## config.mk

```make
export PLATFORM = sky130hd
export DESIGN_NAME = interrupt_block_flat
export DESIGN_NICKNAME = d
export VERILOG_FILES = /design/src/rtl/pic_pkg.sv /design/src/rtl/interrupt_block_if.sv /design/src/rtl/pic_priority_resolver.sv /design/src/rtl/interrupt_block.sv /design/src/flat_wrapper.sv
export SDC_FILE = /design/constraint.sdc
export NUM_CORES = 1
export LEC_CHECK = 0
export BUFFER_PORTS_ARGS = -buffer_cell sky130_fd_sc_hd__buf_2
export CAP_MARGIN = 20
export CORE_MARGIN = 2
export CORE_UTILIZATION = 35
export CTS_BUF_LIST = sky130_fd_sc_hd__clkbuf_8 sky130_fd_sc_hd__clkbuf_16
export CTS_CLUSTER_DIAMETER = 50
export DETAILED_ROUTE_END_ITERATION = 16
export SYNTH_ARGS = -nofsm -noshare
export SYNTH_HDL_FRONTEND = slang
export SYNTH_SLANG_ARGS = --single-unit
```

## constraint.sdc

```tcl
create_clock -name clk -period 5.9 [get_ports clk]
set_input_delay 0.295 -clock clk [delete_from_list [all_inputs] [get_ports clk]]
set_output_delay 0.295 -clock clk [all_outputs]
set_load 0.02 [all_outputs]
```

## src/rtl/pic_pkg.sv

```systemverilog
// Shared definitions for the interrupt request/service core.
// Contents: INTA phase encodings, the 3-bit level index type, the spurious
// index, and a helper that ranks a level against the rotation pointer.
package pic_pkg;

    localparam logic [1:0] INTA_IDLE   = 2'b00;
    localparam logic [1:0] INTA_FIRST  = 2'b01;
    localparam logic [1:0] INTA_SECOND = 2'b10;

    typedef logic [2:0] level_idx_t;

    localparam level_idx_t SPURIOUS_IDX = 3'd7;

    // Rank 0 is the highest priority (lowest+1), rank 7 is `lowest` itself.
    function automatic level_idx_t prio_rank(input level_idx_t idx, input level_idx_t lowest);
        return idx - lowest - 3'd1;
    endfunction

endpackage

```

## src/rtl/interrupt_block_if.sv

```systemverilog
// Bus between the PIC control logic and the interrupt request/service core.
// master: control side (drives IR lines, mask, mode bits, EOI and INTA phase).
// slave:  interrupt_block (returns INTtocontrol and ISRtocontrol).
interface interrupt_block_if;
    logic       i0, i1, i2, i3, i4, i5, i6, i7;
    logic       level_or_edge_flag;
    logic [7:0] mask;
    logic       set;
    logic       reset;
    logic       aeoi;
    logic       eoi;
    logic [1:0] intAcounter;
    logic       INTtocontrol;
    logic [2:0] ISRtocontrol;

    modport master (
        output i0, i1, i2, i3, i4, i5, i6, i7,
        output level_or_edge_flag, mask, set, reset, aeoi, eoi, intAcounter,
        input  INTtocontrol, ISRtocontrol
    );

    modport slave (
        input  i0, i1, i2, i3, i4, i5, i6, i7,
        input  level_or_edge_flag, mask, set, reset, aeoi, eoi, intAcounter,
        output INTtocontrol, ISRtocontrol
    );
endinterface

```

## src/rtl/pic_priority_resolver.sv

```systemverilog
// Combinational rotating priority encoder.
// Ports: i_req    - 8-bit request vector
//        i_lowest - index of the lowest-priority level (lowest+1 is highest)
//        o_valid  - any request bit set
//        o_idx    - index of the highest-priority set bit
module pic_priority_resolver
    import pic_pkg::*;
(
    input  logic [7:0] i_req,
    input  level_idx_t i_lowest,
    output logic       o_valid,
    output level_idx_t o_idx
);

    level_idx_t w_pos;

    // Walk from lowest to highest priority so the last hit is the winner.
    always_comb begin
        o_valid = 1'b0;
        o_idx   = '0;
        w_pos   = '0;
        for (int k = 7; k >= 0; k--) begin
            w_pos = i_lowest + 3'd1 + k[2:0];
            if (i_req[w_pos]) begin
                o_valid = 1'b1;
                o_idx   = w_pos;
            end
        end
    end

endmodule

```

## src/rtl/interrupt_block.sv

```systemverilog
// Interrupt request/service core of an 8259-style PIC: IRR capture (level or
// rising edge), masking, fully nested priority with optional rotation, INTA
// acknowledge into the ISR, automatic and non-specific EOI.
// Ports: clk   - system clock
//        rst_n - synchronous active-low block reset
//        bus   - interrupt_block_if.slave (IR lines, mode bits, EOI, INTA
//                phase in; INTtocontrol, ISRtocontrol out)
module interrupt_block
    import pic_pkg::*;
(
    input  logic               clk,
    input  logic               rst_n,
    interrupt_block_if.slave   bus
);

    logic [7:0] r_irr;
    logic [7:0] r_isr;
    logic [7:0] r_in_prev;
    logic [1:0] r_inta_prev;
    level_idx_t r_lowest;
    level_idx_t r_ack_idx;
    logic       r_spurious;

    logic [7:0] w_in;
    logic [7:0] w_req;
    logic       w_cand_valid;
    level_idx_t w_cand_idx;
    logic       w_first_evt;
    logic       w_second_evt;
    logic       w_aeoi_clr;
    logic [7:0] w_isr_eoi_view;
    logic       w_isr_valid;
    level_idx_t w_isr_idx;
    logic       w_blocked;
    logic [7:0] w_irr_next;
    logic [7:0] w_isr_next;
    level_idx_t w_lowest_next;

    assign w_in  = {bus.i7, bus.i6, bus.i5, bus.i4, bus.i3, bus.i2, bus.i1, bus.i0};
    assign w_req = r_irr & ~bus.mask;

    pic_priority_resolver u_req_res (
        .i_req    (w_req),
        .i_lowest (r_lowest),
        .o_valid  (w_cand_valid),
        .o_idx    (w_cand_idx)
    );

    assign w_first_evt  = (bus.intAcounter != r_inta_prev) && (bus.intAcounter == INTA_FIRST);
    assign w_second_evt = (bus.intAcounter != r_inta_prev) && (bus.intAcounter == INTA_SECOND);
    assign w_aeoi_clr   = w_second_evt && bus.aeoi && !r_spurious;

    // The EOI search sees the ISR with the AEOI bit already removed, so a
    // coincident EOI retires the next level down rather than the same one.
    assign w_isr_eoi_view = r_isr & ~(w_aeoi_clr ? (8'(1) << r_ack_idx) : 8'h00);

    pic_priority_resolver u_isr_res (
        .i_req    (w_isr_eoi_view),
        .i_lowest (r_lowest),
        .o_valid  (w_isr_valid),
        .o_idx    (w_isr_idx)
    );

    // Fully nested: any in-service level of equal or higher rank blocks INT.
    always_comb begin
        w_blocked = 1'b0;
        for (int n = 0; n < 8; n++) begin
            if (r_isr[n] && (prio_rank(n[2:0], r_lowest) <= prio_rank(w_cand_idx, r_lowest)))
                w_blocked = 1'b1;
        end
    end

    assign bus.INTtocontrol = w_cand_valid && !w_blocked;
    assign bus.ISRtocontrol = r_ack_idx;

    always_comb begin
        if (bus.level_or_edge_flag)
            w_irr_next = w_in;
        else
            w_irr_next = w_in & (r_irr | ~r_in_prev);
        if (!bus.level_or_edge_flag && w_first_evt && w_cand_valid)
            w_irr_next[w_cand_idx] = 1'b0;

        w_isr_next = r_isr;
        if (w_first_evt && w_cand_valid)
            w_isr_next[w_cand_idx] = 1'b1;
        if (w_aeoi_clr)
            w_isr_next[r_ack_idx] = 1'b0;
        if (bus.eoi && w_isr_valid)
            w_isr_next[w_isr_idx] = 1'b0;

        w_lowest_next = r_lowest;
        if (w_aeoi_clr && bus.set)
            w_lowest_next = r_ack_idx;
        if (bus.eoi && w_isr_valid && bus.set)
            w_lowest_next = w_isr_idx;
        if (bus.reset)
            w_lowest_next = 3'd7;
    end

    always_ff @(posedge clk) begin
        if (!rst_n) begin
            r_irr       <= '0;
            r_isr       <= '0;
            r_in_prev   <= '0;
            r_inta_prev <= INTA_IDLE;
            r_lowest    <= 3'd7;
            r_ack_idx   <= '0;
            r_spurious  <= 1'b1;
        end else begin
            r_irr       <= w_irr_next;
            r_isr       <= w_isr_next;
            r_in_prev   <= w_in;
            r_inta_prev <= bus.intAcounter;
            r_lowest    <= w_lowest_next;
            if (w_first_evt) begin
                r_ack_idx  <= w_cand_valid ? w_cand_idx : SPURIOUS_IDX;
                r_spurious <= !w_cand_valid;
            end
        end
    end

endmodule

```

## src/flat_wrapper.sv

```systemverilog
// flat-port wrapper written by rule: the top's interface ports become plain ports
module interrupt_block_flat import pic_pkg::*;
  (clk, rst_n, bus_i0, bus_i1, bus_i2, bus_i3, bus_i4, bus_i5, bus_i6, bus_i7, bus_level_or_edge_flag, bus_mask, bus_set, bus_reset, bus_aeoi, bus_eoi, bus_intAcounter, bus_INTtocontrol, bus_ISRtocontrol);
  interrupt_block_if bus_i ();
  input  logic clk;
  input  logic rst_n;
  input wire logic [$bits(bus_i.i0)-1:0] bus_i0;
  input wire logic [$bits(bus_i.i1)-1:0] bus_i1;
  input wire logic [$bits(bus_i.i2)-1:0] bus_i2;
  input wire logic [$bits(bus_i.i3)-1:0] bus_i3;
  input wire logic [$bits(bus_i.i4)-1:0] bus_i4;
  input wire logic [$bits(bus_i.i5)-1:0] bus_i5;
  input wire logic [$bits(bus_i.i6)-1:0] bus_i6;
  input wire logic [$bits(bus_i.i7)-1:0] bus_i7;
  input wire logic [$bits(bus_i.level_or_edge_flag)-1:0] bus_level_or_edge_flag;
  input wire logic [$bits(bus_i.mask)-1:0] bus_mask;
  input wire logic [$bits(bus_i.set)-1:0] bus_set;
  input wire logic [$bits(bus_i.reset)-1:0] bus_reset;
  input wire logic [$bits(bus_i.aeoi)-1:0] bus_aeoi;
  input wire logic [$bits(bus_i.eoi)-1:0] bus_eoi;
  input wire logic [$bits(bus_i.intAcounter)-1:0] bus_intAcounter;
  output wire logic [$bits(bus_i.INTtocontrol)-1:0] bus_INTtocontrol;
  output wire logic [$bits(bus_i.ISRtocontrol)-1:0] bus_ISRtocontrol;
  assign bus_i.i0 = bus_i0;
  assign bus_i.i1 = bus_i1;
  assign bus_i.i2 = bus_i2;
  assign bus_i.i3 = bus_i3;
  assign bus_i.i4 = bus_i4;
  assign bus_i.i5 = bus_i5;
  assign bus_i.i6 = bus_i6;
  assign bus_i.i7 = bus_i7;
  assign bus_i.level_or_edge_flag = bus_level_or_edge_flag;
  assign bus_i.mask = bus_mask;
  assign bus_i.set = bus_set;
  assign bus_i.reset = bus_reset;
  assign bus_i.aeoi = bus_aeoi;
  assign bus_i.eoi = bus_eoi;
  assign bus_i.intAcounter = bus_intAcounter;
  assign bus_INTtocontrol = bus_i.INTtocontrol;
  assign bus_ISRtocontrol = bus_i.ISRtocontrol;
  interrupt_block u_core (.clk(clk), .rst_n(rst_n), .bus(bus_i));
endmodule
```

## Word level (Yosys, flattened, before mapping)

Cells that the tools add are included.

- Bits in registers: 33
- Word-level logic and storage cells: 189
- Output and inout bits: 4

- Add/subtract/negate cells: 26
- Shift operators: 1
- Bitwise logic cells: 15
- Eq/ne operators: 3
- $lt $le $gt $ge: 22
- Reduce and logical (&&, ||, !) cells: 28
- Multiplexer cells: 87

Operators by type and width:

| operator | number |
|---|---|
| 3-bit 2-to-1 mux | 19 |
| 8-bit AND | 6 |
| 1-bit binary-select mux with 3-bit select | 16 |
| 8-bit 2-to-1 mux | 6 |
| 8-bit inverter | 6 |
| 3-bit by 4-bit < comparator with 1-bit output, second input constant | 11 |
| 1-bit 2-to-1 mux | 43 |
| 3-bit by 1-bit subtractor with 3-bit output, second input constant | 9 |
| 3-bit less-or-equal comparator | 8 |
| 1-bit logical AND | 22 |
| 8-bit OR | 2 |
| 3-bit adder, second input constant | 4 |
| 3-bit subtractor, first input constant | 4 |
| 1-bit demux with 3-bit select | 3 |
| 3-bit by 1-bit >= comparator with 1-bit output, second input constant | 3 |
| 1-bit by 3-bit << shifter with 8-bit output, first input constant | 1 |
| 3-bit by 1-bit adder with 3-bit output, second input constant | 2 |
| 3-bit by 2-bit adder with 3-bit output, second input constant | 2 |
| 1-bit by 3-bit subtractor with 3-bit output, first input constant | 2 |
| 2-bit by 3-bit subtractor with 3-bit output, first input constant | 2 |
| 1-bit logical NOT | 4 |
| 3-bit subtractor | 1 |
| 2-bit by 1-bit == test with 1-bit output, second input constant | 1 |
| 2-bit == test, second input constant | 1 |
| 4 further kinds | 4 |

## Depth between registers and ports, before layout

Gate-level depths: netlist of run 1.

- Word-level depth: 26
- Depth in mapped cells: 22

## Modules after synthesis

From an unflattened synthesis of run 1, not the netlist that was laid out.

- Cells, all modules: 417
- Area, all modules: 3661.0 um2

Modules (own cells, without submodules):

| module | seq. area each (um2) | cells an instance | area each (um2) | times used |
|---|---|---|---|---|
| interrupt_block | 660.6 | 221 | 1844.3 | 1 |
| pic_priority_resolver | 0.0 | 98 | 908.4 | 2 |

## Least setup slack after synthesis of run 1

Ideal clock, no wire load.

- Path type: register to output
- Start: reg u_core.r_lowest[1]
- End: out bus_INTtocontrol
- Data arrival time: 4.842 ns
- Setup slack: 0.763 ns
- Required time: 5.605 ns
- Cell stages (with the launch flop): 20
- Cell sequence: dfxtp_1 > buf_2 > inv_1 > ha_1 > buf_4 > inv_4 > mux4_2 > mux2i_1 > mux2i_1 > a2111oi_2 > a2bb2oi_2 > fa_1 > inv_1 > ha_1 > inv_1 > a21oi_1 > a21oi_1 > o221ai_1 > a21o_1 > a211oi_1

- Cells in the longest elaborated chain, start to end: 26
- Elaborated cells on any way between the ends: 84
- Classes of those cells: add/sub (26); order compare (8); mux (40); reduce/logical (10)

RTL lines:

| element | line | RTL |
|---|---|---|
| from (decl) | interrupt_block.sv:20 | `level_idx_t r_lowest;` |
| from (signal assigned) | interrupt_block.sv:115 | `r_lowest <= w_lowest_next;` |
| 3-bit by 1-bit adder with 3-bit output | pic_priority_resolver.sv:23 | `w_pos = i_lowest + 3'd1 + k[2:0];` |
| 3-bit adder | pic_priority_resolver.sv:23 |  |
| 1-bit binary-select mux with 3-bit select | pic_priority_resolver.sv:24 | `if (i_req[w_pos]) begin` |
| 1-bit 2-to-1 mux (not written as such) | pic_priority_resolver.sv:24 |  |
| 3-bit 2-to-1 mux (8 in a row) | pic_priority_resolver.sv:24 |  |
| 3-bit subtractor | pic_pkg.sv:16 | `return idx - lowest - 3'd1;` |
| 3-bit by 1-bit subtractor with 3-bit output | pic_pkg.sv:16 |  |
| 3-bit less-or-equal comparator | interrupt_block.sv:68 | `if (r_isr[n] && (prio_rank(n[2:0], r_lowest) <= prio_rank(w_cand_idx, r_lowest)))` |
| 1-bit logical AND | interrupt_block.sv:68 |  |
| 1-bit 2-to-1 mux (8 in a row) | interrupt_block.sv:68 |  |
| 1-bit logical NOT | interrupt_block.sv:73 | `assign bus.INTtocontrol = w_cand_valid && !w_blocked;` |
| 1-bit logical AND * | interrupt_block.sv:73 |  |
| to (decl) | flat_wrapper.sv:22 | `output wire logic [$bits(bus_i.INTtocontrol)-1:0] bus_INTtocontrol;` |

Every way passes the cells marked *; elsewhere a longest branch is shown, timed or not. The select of a mux whose other input is x is not followed.

## Worst setup path after layout of run 1

- Start: reg u_core.r_lowest[2]
- End: out bus_INTtocontrol

Same word-level chain as after synthesis.

==> results.json, run 1 <==
{
  "status": "finished, final reports clean",
  "vdd_drop_max_uv": 137,
  "cts_max_level": 2,
  "syn_area_per_cell_sq_um": 8.67,
  "fin_ws_ns": 0.395,
  "num-nets-final": 526,
  "first_pass_iters": 5,
  "post_synth_fa_ha_maj_area_fraction_pct": 3.46,
  "post-cts-setup-buffers": 0,
  "finalHoldViolations": 0,
  "cp-end-kind": "primary output",
  "fillers": 1137,
  "finalCritPeriodShare_pct": 93.3,
  "holdBufCountCts": 0,
  "synthTopCellsByCount": "dfxtp_1, nor2_1, nand2_1, a21oi_1, inv_1",
  "rows": 39,
  "postCtsResizedCells": 0,
  "synth_area_leaders": "dfxtp_1, mux4_2, mux2i_1",
  "worst_pin_slew_ns": 1.10,
  "grt_pass1_wl_um": 20700,
  "finalCriticalPeriod_ns": 5.50,
  "synthCells": 476,
  "diodes": 0,
  "synth_warnings": 0,
  "ys.flop_type": "dfxtp_1",
  "fmax_mhz": 182,
  "synthesis.area_sq_mm": 0.00413,
  "arrival_ns": 5.21,
  "drive_gt1_share_pct": 20.9,
  "core-area_sq_mm": 0.0115,
  "fp.dieW_um": 113,
  "synth.top_cell.area_share_pct": 16.0,
  "grt_max_degree": 52,
  "synth_nets": 511,
  "drtIter0Drc": 297,
  "p_per_area_mw_per_mm2": 226,
  "clock_skew_ns": 0.00417,
  "antenna_found_initial": 0,
  "max-slew-margin-rel_pct": 26.1,
  "viasPerCell": 6.41,
  "place_worst_setup_slack_ns": 0.585,
  "setup_tns_ns": 0,
  "grtUsageTotal_pct": 20.3,
  "dpl.hpwl_um": 9830,
  "path_class": "reg2out",
  "drt-wirelength-per-cell_um": 20.1,
  "vias": 4071,
  "maxCapViolCount": 0,
  "yosysMostFrequentCell": "dfxtp_1",
  "drc_errors": 0,
  "grt_pass1_vias": 3834,
  "root_buffer": "clkbuf_16",
  "initial_core_util_pct": 36.0,
  "synth_top_area_cell": "dfxtp_1",
  "muxShareOfSynthArea_pct": 15.6,
  "clk_pin_slew_ns": 0.06,
  "clock_latency_ns": 0.28,
  "io_pins": 29,
  "synth.distinct_cells": 95,
  "hold_class": "in2reg",
  "io_buffers": 28,
  "gp_congestion": 0.962,
  "p_leak_nw": 1.70,
  "clockBufferDepth": 2,
  "multi_input_area_sq_mm": 0.00320,
  "crit_fanout": 12,
  "synth-edff-count": 0,
  "final-setup-viol-count": 0,
  "synth_xor_area_share_pct": 2.91,
  "numCtsBuffers": 5,
  "finish.instance_area_sq_mm": 0.00455,
  "ys_ff_latch": 33,
  "antenna_left": 0,
  "overflow": 0,
  "routed_wirelength_um": 12800,
  "rsz0062_at_grt": "false",
  "area_growth_pct": 10.2,
  "power.total_mw": 1.03,
  "async_reset_ff_share_pct": 0,
  "die_area_sq_mm": 0.0127,
  "synth_top_family_by_area": "compound AO/OA/AOI/OAI gates",
  "ff_latch_area_sq_um": 664,
  "synthSimpleGateAreaFrac_pct": 20.7,
  "placed_area_sq_mm": 0.00434,
  "yosysSeqAreaShare_pct": 16.0,
  "hold_slack_ns": 0.234,
  "tritoncts": "built",
  "cp.required_ns": 5.61,
  "fp.dieH_um": 113,
  "cts_sinks": 33,
  "startpoint_type": "flop",
  "synth-compound-area-share_pct": 34.5,
  "maxSlewViolCount": 0
}
==> through the flow <==
step                      util (%)  cells
after floorplan                  -    476
after global placement        37.8    627
after detailed placement      37.8    627
after CTS                     39.5    635
after global routing          39.7    635
final                         39.7    635
==> layout make-up <==
cell class,count,share of cell area [%]
clock buffers,5,2.75
clock inverters,3,1.51
inverters,28,2.42
multi-input cells,387,70.3
flip-flops and latches,33,14.6
well taps,143,3.93
repair buffers,36,4.48
==> worst paths after layout <==
| check | from | to | slack, ns | cells after the start |
|---|---|---|---|---|
| setup / recovery | u_core.r_lowest[2] | bus_INTtocontrol | 0.40 | 17 |
| hold / removal | bus_i0 | u_core.r_in_prev[0] | 0.23 | 2 |
| hold reg to reg | u_core.r_spurious | u_core.r_spurious | 0.54 | 2 |
| setup reg to reg | u_core.r_lowest[0] | u_core.r_isr[5] | 1.79 | 11 |
==> metal layers <==
metal | up-vias | global-route usage [%] | wire length [um]
met1 | 1940 | 28.0 | 5580
li1 | 1895 | - | -
met5 | - | 0 | 0
met4 | 0 | 8.29 | 529
met3 | 34 | 3.08 | 944
met2 | 202 | 31.7 | 5710
==> cells by family after synthesis <==
| group | Yosys count |
|---|---|
| adders and majority gates | 11 |
| muxes | 39 |
| AOI/OAI and AO/OA | 172 |
| DFF | 33 |
| buffers and inverters | 56 |
| xor gates and xnor gates | 9 |
| and+or+nand+nor | 156 |
==> state kept, by name (all words and copies together) (netlist names) <==
signal,cells
u_core.r_inta_prev,2
u_core.r_in_prev,8
u_core.r_spurious,1
u_core.r_lowest,3
u_core.r_isr,8
u_core.bus.ISRtocontrol,3
u_core.r_irr,8
==> power breakdown <==
| group | internal (mW) | switching [mW] | leakage [nW] |
|---|---|---|---|
| combinational | 0.172 | 0.255 | 1.34 |
| clock | 0.243 | 0.100 | 0.0944 |
| sequential | 0.236 | 0.0194 | 0.272 |
| total | 0.651 | 0.375 | 1.70 |
==> worst max-delay path, cell delays in order (launching register included) <==
cell	delay, ns
dfxtp_1	0.81
xor2_4	0.42
mux4_2	0.39
mux2i_2	0.41
a21o_1	0.18
nand3_1	0.13
nand3_1	0.32
inv_1	0.11
ha_1	0.21
fa_1	0.37
xnor2_1	0.20
inv_1	0.07
or3_1	0.30
o211a_1	0.29
maj3_1	0.39
o2bb2ai_1	0.13
a211oi_1	0.06
buf_2	0.16
==> placed cells by master, fill, tap and decap left out, types with 6 or more instances in the layout <==
cell | netlist | final
mux4_2 | 18 | 18
a21boi_0 | 7 | 7
nand2_1 | 30 | 30
o21ai_0 | 19 | 19
dfxtp_1 | 33 | 32
o41ai_2 | 8 | 8
buf_4 | 7 | 7
nand3_1 | 6 | 6
o22ai_1 | 9 | 9
a21oi_1 | 24 | 24
inv_1 | 24 | 24
nor2b_1 | 11 | 10
nor3_1 | 14 | 14
nand2b_1 | 14 | 14
a21o_1 | 8 | 8
and2_1 | 15 | 15
ha_1 | 9 | 9
buf_2 | 7 | 28
o31ai_1 | 6 | 6
mux2i_1 | 13 | 13
nor2_1 | 31 | 31
nor3b_1 | 6 | 6
o221ai_1 | 6 | 6
o211ai_1 | 9 | 9
Power figures use the tool's default switching activity.
==> run 2, diff against run 1 <==
Settings changed: CELL_PAD_IN_SITES_DETAIL_PLACEMENT set to 0, CELL_PAD_IN_SITES_GLOBAL_PLACEMENT set to 1, PLACE_DENSITY_LB_ADDON set to 0.1.
==> run 2 against run 1 <==
Against the previous run:
- sequential power is essentially flat
- core utilization is essentially flat
- clock skew shrank 0.0013 ns
- sequential cell count is the same
- critical endpoint unchanged
==> results.json, run 2 (same netlist as run 1, synthesis figures left out) <==
{
  "status": "finished, final reports clean",
  "initial_core_util_pct": 36.0,
  "startpoint_type": "flop",
  "numCtsBuffers": 5,
  "vdd_drop_max_uv": 171,
  "crit_slowest_cell": "mux4_2",
  "die_area_sq_mm": 0.0127,
  "grt_pass1_vias": 3648,
  "num-nets-final": 531,
  "area_growth_pct": 10.2,
  "clock_skew_ns": 0.00282,
  "p_int_mw": 0.619,
  "p_per_area_mw_per_mm2": 218,
  "drtIter0Drc": 306,
  "grt_pass1_wl_um": 21100,
  "finalCriticalPeriod_ns": 5.59,
  "p_sw_share_pct": 37.4,
  "final-setup-viol-count": 0,
  "drt-wirelength-per-cell_um": 21.3,
  "rows": 39,
  "core-area_sq_mm": 0.0115,
  "timing.critical_path.buf_inv": 6,
  "worst_pin_slew_ns": 0.769,
  "cp-end-kind": "primary output",
  "postCtsResizedCells": 0,
  "drc_errors": 0,
  "hold_depth": 2,
  "fp.dieH_um": 113,
  "critPathMaxStageDelay_ns": 0.63,
  "reg2reg_depth": 11,
  "p_comb_share_pct": 44.1,
  "cp-startpoint": "u_core.r_lowest[0]",
  "clkPwrFrac_pct": 30.2,
  "grt_max_degree": 39,
  "p_seq_share_pct": 25.7,
  "clk_pin_slew_ns": 0.05,
  "io_buffers": 28,
  "vias": 4043,
  "overflow": 0,
  "io_pins": 29,
  "maxSlewViolCount": 0,
  "finalCritPeriodShare_pct": 94.7,
  "fp.dieW_um": 113,
  "root_buffer": "clkbuf_16",
  "gp_congestion": 0.885,
  "setup_tns_ns": 0,
  "path_cells": "inv_2 > ha_1 > inv_4 > mux4_2 > mux2_2 > nor3_1 > o21ai_0 > nand3_1 > buf_4 > inv_1 > ha_1 > fa_1 > xnor2_1 > inv_1 > or3_1 > o211a_1 > maj3_1 > o2bb2ai_1 > a211oi_1 > buf_2",
  "dpl.hpwl_um": 10500,
  "cts_sinks": 33,
  "drive_gt1_share_pct": 21.5,
  "reg.largest.list": "u_core.r_in_prev x8, u_core.r_irr x8, u_core.r_isr x8",
  "p_sw_mw": 0.371,
  "viasPerCell": 6.32,
  "clock_latency_ns": 0.27,
  "hold_class": "in2reg",
  "crit_fanout": 27,
  "p_leak_nw": 1.72,
  "layout_commonest_cell": "dfxtp_1",
  "post-cts-setup-buffers": 0,
  "first_pass_iters": 5,
  "hp-start": "bus_i5",
  "antenna_left": 0,
  "cts_max_level": 2,
  "grtUsageTotal_pct": 21.2,
  "rsz0062_at_grt": "false",
  "fmax_mhz": 179,
  "holdBufCountCts": 0,
  "clockBufferDepth": 2,
  "antenna_found_initial": 0,
  "max-slew-margin-rel_pct": 48.2,
  "routed_wirelength_um": 13600,
  "fillers": 1179,
  "crit_family": "adder cells",
  "diodes": 0,
  "r2r_slack_ns": 1.84,
  "hold-path-endpoint": "u_core.r_in_prev[5]",
  "finalHoldViolations": 0,
  "final_util_pct": 39.7,
  "maxCapViolCount": 0,
  "layout_common_cells": "dfxtp_1, nor2_1, nand2_1, buf_2, inv_1",
  "timing.rr.end": "u_core.r_isr[6]",
  "path_class": "reg2out",
  "tritoncts": "built",
  "arrival_ns": 5.30,
  "cp.required_ns": 5.61,
  "reg2reg_from": "u_core.r_lowest[0]"
}
-- run 2: cell count changes in the layout (fill, tap and decap cells not counted) --
cell,change
buf_4,+6
inv_1,+1
clkbuf_8,+1
bufinv_16,-1
dfxtp_2,+1
buf_6,-1
a2bb2oi_2,+1
inv_6,-1
dfxtp_4,-1
a2bb2oi_4,-1
-- run 2: power by group through the flow --
| stage | combinational [mW] | clock, mW | sequential, mW |
|---|---|---|---|
| 6_report | 0.436 | 0.299 | 0.255 |
| 5_1_grt | 0.477 | 0.314 | 0.257 |
| 4_1_cts | 0.431 | 0.305 | 0.255 |
| 3_5_place_dp | 0.428 | 0 | 0.260 |
| 3_3_place_gp | 0.431 | 0 | 0.259 |
| 2_1_floorplan | 0.323 | 0 | 0.251 |
-- run 2: final cells by class --
cell class              instances  area [sq um]  share of cell area, %
multi-input cells             387          3190                   70.1
flip-flops and latches         33           662                   14.5
repair buffers                 41           238                   5.23
well taps                     143           179                   3.93
clock buffers                   6           139                   3.05
inverters                      28           110                   2.42
clock inverters                 2          33.8                  0.743
-- run 2: through the flow --
stage	area, sq um	cells	total power [mW]	hold slack (ns)	worst slack, ns
after CTS	4550	640	0.990	0.236	0.339
after global routing	4550	640	1.05	0.249	0.0723
after floorplan	4130	476	0.575	0.413	0.763
after detailed placement	4380	632	0.688	0.513	0.660
final	4550	640	0.990	0.239	0.310
after global placement	4380	632	0.689	0.507	0.715
-- run 2: worst max-delay path by stage --
stage                                   to  cells past startpoint
after floorplan           bus_INTtocontrol                     19
after global placement    bus_INTtocontrol                     20
after detailed placement  bus_INTtocontrol                     20
after CTS                 bus_INTtocontrol                     20
after global routing      bus_INTtocontrol                     20
final                     bus_INTtocontrol                     20
-- run 2: routing by layer --
layer | share of wire [%] | GRT usage [%] | wire, um | vias to the layer above
met5 | 0 | 0 | 0 | -
met4 | 2.1 | 6.18 | 289 | 0
met3 | 6.4 | 2.21 | 873 | 14
met2 | 45 | 32.1 | 6120 | 148
met1 | 47 | 31.7 | 6340 | 1977
li1 | - | - | - | 1904
